## src/rtl/fetch_ctrl_if.sv

```systemverilog
// rtl/fetch_ctrl_if.sv - redirect, icache and decode signals of the fetch stage
interface fetch_ctrl_if;
  logic         redirect_valid;
  logic [31:0]  redirect_pc;
  logic         icache_req;
  logic [31:0]  icache_addr;
  logic         icache_ready;
  logic         icache_rvalid;
  logic [127:0] icache_rdata;
  logic         fetch_valid;
  logic [31:0]  fetch_pc;
  logic [127:0] fetch_inst;
  logic [3:0]   fetch_mask;
  logic         decode_ready;

  modport master (
    input  redirect_valid, redirect_pc, icache_ready, icache_rvalid, icache_rdata, decode_ready,
    output icache_req, icache_addr, fetch_valid, fetch_pc, fetch_inst, fetch_mask
  );

  modport slave (
    output redirect_valid, redirect_pc, icache_ready, icache_rvalid, icache_rdata, decode_ready,
    input  icache_req, icache_addr, fetch_valid, fetch_pc, fetch_inst, fetch_mask
  );
endinterface

```

## src/rtl/fetch_ctrl.sv

```systemverilog
// rtl/fetch_ctrl.sv - 4-wide fetch sequencer: one outstanding icache line request,
// registered group to decode, back-pressure and redirect handling
module fetch_ctrl #(
  parameter logic [31:0] RESET_PC    = 32'hBFC0_0000,
  parameter int          FETCH_WIDTH = 4
) (
  input  logic         clk,
  input  logic         rst,
  fetch_ctrl_if.master bus
);
  localparam logic [31:0] LINE_BYTES = 32'(FETCH_WIDTH * 4);
  localparam logic [31:0] LINE_MASK  = ~(LINE_BYTES - 32'd1);

  typedef enum logic [1:0] {S_REQ, S_WAIT, S_HOLD, S_DROP} state_t;

  state_t       state, state_next;
  logic [31:0]  pc, pc_next;
  logic [31:0]  pc_line;
  logic         valid_q, valid_next;
  logic         load_group;
  logic         accepted;
  logic [31:0]  grp_pc;
  logic [127:0] grp_inst;
  logic [3:0]   grp_mask;

  assign pc_line         = pc & LINE_MASK;
  assign bus.icache_req  = (state == S_REQ) && !rst;
  assign bus.icache_addr = pc_line;
  assign accepted        = bus.icache_req && bus.icache_ready;

  assign bus.fetch_valid = valid_q;
  assign bus.fetch_pc    = grp_pc;
  assign bus.fetch_inst  = grp_inst;
  assign bus.fetch_mask  = grp_mask;

  always_comb begin
    state_next = state;
    pc_next    = pc;
    valid_next = valid_q;
    load_group = 1'b0;
    case (state)
      S_REQ: begin
        // A request accepted in the redirect cycle still owes a response that must be eaten.
        if (accepted) state_next = bus.redirect_valid ? S_DROP : S_WAIT;
      end
      S_WAIT: begin
        if (bus.icache_rvalid) begin
          if (bus.redirect_valid) begin
            state_next = S_REQ;
          end else begin
            load_group = 1'b1;
            valid_next = 1'b1;
            pc_next    = pc_line + LINE_BYTES;
            state_next = S_HOLD;
          end
        end else if (bus.redirect_valid) begin
          state_next = S_DROP;
        end
      end
      S_HOLD: begin
        if (bus.redirect_valid || bus.decode_ready) begin
          valid_next = 1'b0;
          state_next = S_REQ;
        end
      end
      S_DROP: begin
        if (bus.icache_rvalid) state_next = S_REQ;
      end
      default: state_next = S_REQ;
    endcase
    if (bus.redirect_valid) pc_next = bus.redirect_pc & 32'hFFFF_FFFC;
  end

  always_ff @(posedge clk) begin
    if (rst) begin
      state    <= S_REQ;
      pc       <= RESET_PC;
      valid_q  <= 1'b0;
      grp_pc   <= 32'd0;
      grp_inst <= 128'd0;
      grp_mask <= 4'd0;
    end else begin
      state   <= state_next;
      pc      <= pc_next;
      valid_q <= valid_next;
      if (load_group) begin
        grp_pc   <= pc_line;
        grp_inst <= bus.icache_rdata;
        grp_mask <= 4'b1111 << pc[3:2];
      end
    end
  end
endmodule

```

## src/flat_wrapper.sv

```systemverilog
// flat-port wrapper written by rule: the top's interface ports become plain ports
module fetch_ctrl_flat 
#(
  parameter logic [31:0] RESET_PC    = 32'hBFC0_0000,
  parameter int          FETCH_WIDTH = 4
)
  (clk, rst, bus_redirect_valid, bus_redirect_pc, bus_icache_ready, bus_icache_rvalid, bus_icache_rdata, bus_decode_ready, bus_icache_req, bus_icache_addr, bus_fetch_valid, bus_fetch_pc, bus_fetch_inst, bus_fetch_mask);
  fetch_ctrl_if bus_i ();
  input  logic clk;
  input  logic rst;
  input wire logic [$bits(bus_i.redirect_valid)-1:0] bus_redirect_valid;
  input wire logic [$bits(bus_i.redirect_pc)-1:0] bus_redirect_pc;
  input wire logic [$bits(bus_i.icache_ready)-1:0] bus_icache_ready;
  input wire logic [$bits(bus_i.icache_rvalid)-1:0] bus_icache_rvalid;
  input wire logic [$bits(bus_i.icache_rdata)-1:0] bus_icache_rdata;
  input wire logic [$bits(bus_i.decode_ready)-1:0] bus_decode_ready;
  output wire logic [$bits(bus_i.icache_req)-1:0] bus_icache_req;
  output wire logic [$bits(bus_i.icache_addr)-1:0] bus_icache_addr;
  output wire logic [$bits(bus_i.fetch_valid)-1:0] bus_fetch_valid;
  output wire logic [$bits(bus_i.fetch_pc)-1:0] bus_fetch_pc;
  output wire logic [$bits(bus_i.fetch_inst)-1:0] bus_fetch_inst;
  output wire logic [$bits(bus_i.fetch_mask)-1:0] bus_fetch_mask;
  assign bus_i.redirect_valid = bus_redirect_valid;
  assign bus_i.redirect_pc = bus_redirect_pc;
  assign bus_i.icache_ready = bus_icache_ready;
  assign bus_i.icache_rvalid = bus_icache_rvalid;
  assign bus_i.icache_rdata = bus_icache_rdata;
  assign bus_i.decode_ready = bus_decode_ready;
  assign bus_icache_req = bus_i.icache_req;
  assign bus_icache_addr = bus_i.icache_addr;
  assign bus_fetch_valid = bus_i.fetch_valid;
  assign bus_fetch_pc = bus_i.fetch_pc;
  assign bus_fetch_inst = bus_i.fetch_inst;
  assign bus_fetch_mask = bus_i.fetch_mask;
  fetch_ctrl #(.RESET_PC(RESET_PC), .FETCH_WIDTH(FETCH_WIDTH)) u_core (.clk(clk), .rst(rst), .bus(bus_i));
endmodule
```

## config.mk

```make
export PLATFORM = sky130hd
export DESIGN_NAME = fetch_ctrl_flat
export DESIGN_NICKNAME = d
export VERILOG_FILES = /design/src/rtl/fetch_ctrl_if.sv /design/src/rtl/fetch_ctrl.sv /design/src/flat_wrapper.sv
export SDC_FILE = /design/constraint.sdc
export NUM_CORES = 1
export LEC_CHECK = 0
export ABC_CLOCK_PERIOD_IN_PS = 2300
export BUFFER_PORTS_ARGS = -buffer_cell sky130_fd_sc_hd__buf_4
export CORE_AREA = 2 2 141 143
export CTS_CLUSTER_SIZE = 40
export DETAILED_ROUTE_END_ITERATION = 6
export DIE_AREA = 0 0 143 145
export GPL_TIMING_DRIVEN = 0
export HOLD_SLACK_MARGIN = 0.06
export PLACE_DENSITY = 0.76
export SYNTH_ARGS = -nofsm -noshare
export SYNTH_HDL_FRONTEND = slang
export SYNTH_SLANG_ARGS = --single-unit
```

## constraint.sdc

```tcl
create_clock -name clk -period 2.3 [get_ports clk]
set_input_delay 0.23 -clock clk [delete_from_list [all_inputs] [get_ports clk]]
set_output_delay 0.23 -clock clk [all_outputs]
set_load 0.1 [all_outputs]
```

[Word-level counts from Yosys, hierarchy flattened]
Index checks and enable logic that the tools add are counted.
Storage, ports and cells
  bits in registers: 195
  bits of input ports: 166
  output and inout bits: 198
  word-level logic and storage cells: 49
Operators by class
  $add $sub $neg: 1
  equal/unequal tests: 9
  shift-type cells: 1
  mux-type cells: 18
  reduce and logical (&&, ||, !) cells: 13
Operators by type and width (number)
  32-bit two-way mux: 3
  32-bit by 5-bit adder with 32-bit output (second input constant): 1
  2-bit two-way mux: 7
  2-bit case mux with 4 select lines: 1
  4-bit AND reduction: 2
  1-bit two-way mux: 6
  2-bit != test (second input constant): 3
  2-bit nonzero test: 3
  2-bit equality test (second input constant): 2
  2-bit by 1-bit != test with 1-bit output (second input constant): 2
  2-bit AND reduction: 2
  4-bit by 2-bit left shift with 4-bit output (first input constant): 1
  3-bit != test (second input constant): 1
  2-bit by 1-bit equality test with 1-bit output (second input constant): 1
  1-bit logical AND: 2
  2-bit zero test: 1
  1-bit case mux with 2 select lines: 1
  2-bit OR reduction: 1
  1-bit zero test: 1
  1-bit logical OR: 1

[Logic depth before layout (Yosys ltp)]
  depth after elaboration: 5
  depth in mapped cells: 7
  depth with buffers taken out: 5

[Least setup slack after synthesis]
Ideal clock, no wire load.
  kind: input -> output
  from: input port rst
  to: output port bus_icache_req
  arrival time: 2.848 ns
  required time: 2.070 ns
  setup slack: -0.778 ns
  stages on the path: 4
  buffers on the path: 3
  cells stage by stage: clkbuf_1 > buf_1 > clkbuf_1 > nor3_1
Between the ends
  cells in the longest elaborated chain, start to end: 2
Ends and longest elaborated chain
  start, declared: line flat_wrapper.sv:10  | input logic rst;
  1-bit zero test: line fetch_ctrl.sv:27  | assign bus.icache_req = (state == S_REQ) && !rst;
  1-bit logical AND: line fetch_ctrl.sv:27
  end, declared: line flat_wrapper.sv:17  | output wire logic [$bits(bus_i.icache_req)-1:0] bus_icache_req;
No other way between the ends.

[Worst setup path after layout]
  from: register u_core.pc[6]
  to: register u_core.pc[27]
Between the ends
  cells in the longest elaborated chain, start to end: 4
Ends and longest elaborated chain
  start, declared: line fetch_ctrl.sv:17  | logic [31:0] pc, pc_next;
  start signal, assigned: line fetch_ctrl.sv:84  | pc <= pc_next;
  32-bit by 5-bit adder with 32-bit output: line fetch_ctrl.sv:53  | pc_next = pc_line + LINE_BYTES;
  32-bit two-way mux: line fetch_ctrl.sv:47  | if (bus.icache_rvalid) begin
  32-bit two-way mux: line fetch_ctrl.sv:41  | case (state)
  32-bit two-way mux: line fetch_ctrl.sv:71  | if (bus.redirect_valid) pc_next = bus.redirect_pc & 32'hFFFF_FFFC;
No other way between the ends. The select of a mux whose other input is x is not followed.
A chain may end at the register's enable or synchronous reset.

==> reports/results.ini <==
[outcome]
status=finished clean

[placed_design]
dpl_cell_area_um2=10600
gp_congestion=0.906
dp_hpwl_um=19700
portBuffers=353
dpl_worst_slack_ns=-0.471

[global_route]
grt_usage=0.274
grt_pass1_wl_um=44900
gr-total-overflow=0
grt_pass1_vias=8643
antenna_found_initial=0
grt_max_degree=20

[logic_synthesis]
yosysWarnings=0
yosys-top-cells-area=dfxtp_1 51%, nand2_1 16%, a21oi_1 11%
synth_edf_count=0
ys_seq_area_frac=0.508
synth_common_cells=323 x nand2_1, 193 x dfxtp_1, 165 x a21oi_1
yosysTopAreaCell=dfxtp_1
yosys_register_bits=193
yosysTopAreaCellShare=0.508
yosys.cell_count.top_type=nand2_1
synthFlopType=dfxtp_1
netlist_instances=970
synth.avg_cell_area_um2=7.85
synthArstFlopShare=0
synth_area_um2=7610
synth.distinct_cells=48

[hold_path]
min_to=u_core.pc[24]
hp-class=input pin to flip-flop
holdPathStages=3
hp-start=bus_redirect_pc[24]

[detailed_routing]
post-route-drc-count=0
avgViaCountPerCell=5.02
wl_per_cell_um=16.6
vias=8863
first_pass_iters=5
drtAntennaViolNets=0
drt_iter0_markers=580
wirelength_um=29300

[worst_setup_path]
rr_endpoint=u_core.pc[27]
critPathBufInv=2
crit_top_cell=or4_1
critPathCaptureType=flip-flop
cp_slowest_stage_delay_ns=0.53
critPathKind=flip-flop to flip-flop
critPathTopFamily=simple AND/OR/NAND/NOR gates
required_ns=2.67
crit_chain=nand4_1 > buf_4 > or4_1 > buf_2 > or4_1 > a31oi_1
reg2reg_depth=6
r2r_start=u_core.pc[6]
cp.arrival_ns=2.56
critPathSlowestCell=or4_1
crit_start=u_core.pc[6]
worstPathMaxFanout=10
rrSetupSlack_ns=0.12
critPathLaunchType=flip-flop

[timing]
post-route-period-util=0.949
period_minus_slack_ns=2.18
hold_viol_final=0
setup_viol=0
maxSlewHeadroom=0.490
setup_slack_ns=0.117
maxSlewViolCount=0
tightest_slew_ns=0.758
max_freq_mhz=458
hold_ws_ns=0.0702
rsz0062_at_grt=no
finClkSkew_ns=0.0145

[clock_tree]
cts.path.max_buffers=2
root_buffer=clkbuf_16
cts_tree=done
cts-buffers-inserted=17
path_clk_slew_ns=0.07
cts_max_level=4
cts.sinks=193
clock_latency_ns=0.44

[final_layout]
multi_input_area_um2=3190
regArea_um2=3870
diodes=0
drive_gt1_frac=0.305
fin_util=0.657
final_nets=1656
area_growth_pct=65.8
nFillCells=1503
fin_area_um2=12600

[die]
fp.dieArea_um2=20700
num_rows=51
fp.dieH_um=145
core_um2=19200
die_w_um=143
ios=364
start_util=0.396

[pwr]
p_leak_nw=5.30
cellPowerDensity_nw_per_um2=655
total_power_mw=8.27
ir_drop_uv=514

[job]
drv_cap=0

## state kept, by name (all words and copies together) (netlist names)
signal	flops
u_core.bus.fetch_pc	28
u_core.pc	30
u_core.bus.fetch_inst	128
u_core.bus.fetch_mask	4
u_core.state	2
u_core.bus.fetch_valid	1
## how the worst max path moves through the flow
stage                                 to  cells past startpoint
6_report                   u_core.pc[27]                      6
5_1_grt                    u_core.pc[24]                      6
4_1_cts         u_core.bus.fetch_mask[0]                      6
3_5_place_dp   u_core.bus.fetch_inst[29]                      7
3_3_place_gp   u_core.bus.fetch_inst[29]                      7
2_1_floorplan             bus_icache_req                      4
## cell usage in the layout (no fill, tap or decap), types with 4 or more instances in the layout
master         netlist  routed
nor2_1              34      33
a31oi_1              6       6
inv_1                9       9
clkinvlp_4           0       4
dlygate4sd3_1        0     139
dfxtp_1            193     191
clkbuf_2             0       4
nor3_1              15      14
clkbuf_1            51      45
o31ai_1              5       5
xnor2_1              7       7
a211oi_1            12      12
buf_4               38     394
or3_1                5       5
nand2_1            323     323
a21oi_1            165     165
or4_1               10      10
conb_1               1       8
buf_2               16      16
nor4_1               5       5
o21ai_0             12      12
nand3_1             17      17
clkbuf_16            0      17
a311oi_1             5       5
## metrics by stage
| stage | setup TNS [ns] | cells |
|---|---|---|
| global route | 0 | 1766 |
| global placement | -37.22 | 1595 |
| detailed placement | -40.70 | 1595 |
| finish | 0 | 1766 |
| floorplan | 0 | 977 |
| CTS | 0 | 1762 |
## worst min-delay path: stages
cell and delay, ns:
buf_4 0.08, nor2_1 0.04, a31oi_1 0.12
## cell type report
| cell class | count | share of cell area |
|---|---|---|
| plain buffers | 105 | 0.0448 |
| clock buffers | 18 | 0.0348 |
| clock inverters | 13 | 0.00981 |
| inverters | 10 | 0.00297 |
| multi-input cells | 667 | 0.253 |
| flip-flops and latches | 193 | 0.307 |
| well taps | 265 | 0.0263 |
| repair buffers | 495 | 0.322 |
## cells by family after synthesis
| group | count (synthesis) | share of synthesized area |
|---|---|---|
| other | 1 | 0.000493 |
| adders and majority gates | 1 | 0.00164 |
| DFF | 193 | 0.508 |
| AOI/OAI and AO/OA | 216 | 0.156 |
| muxes | 1 | 0.00132 |
| buffers and inverters | 117 | 0.0791 |
| and+or+nand+nor | 431 | 0.242 |
| xor gates and xnor gates | 10 | 0.0115 |
## what timing repair did
action,CTS,global route
pin swaps,0,2
endpoints found under the setup margin,121,131
hold buffers,138,1
resized for setup,6,8
setup buffers,0,3
hold endpoints to repair,138,1
cloned,0,0
## power breakdown
group	switching [mW]	total, mW	internal [mW]
Combinational	1.21	1.83	0.623
Clock	1.44	2.89	1.45
Sequential	0.0985	3.54	3.44
Total	2.75	8.27	5.52
## routing by layer
layer  part of all wire  vias up  GRT usage  wire length, µm
met5                  0        -          0                0
met4              0.032        0      0.110              944
met3              0.067       72     0.0663             1980
met2               0.50      372      0.472            14800
met1               0.40     4189      0.324            11600
li1                   -     4230          -                -
Note: power is estimated with default switching activity, not from simulation.
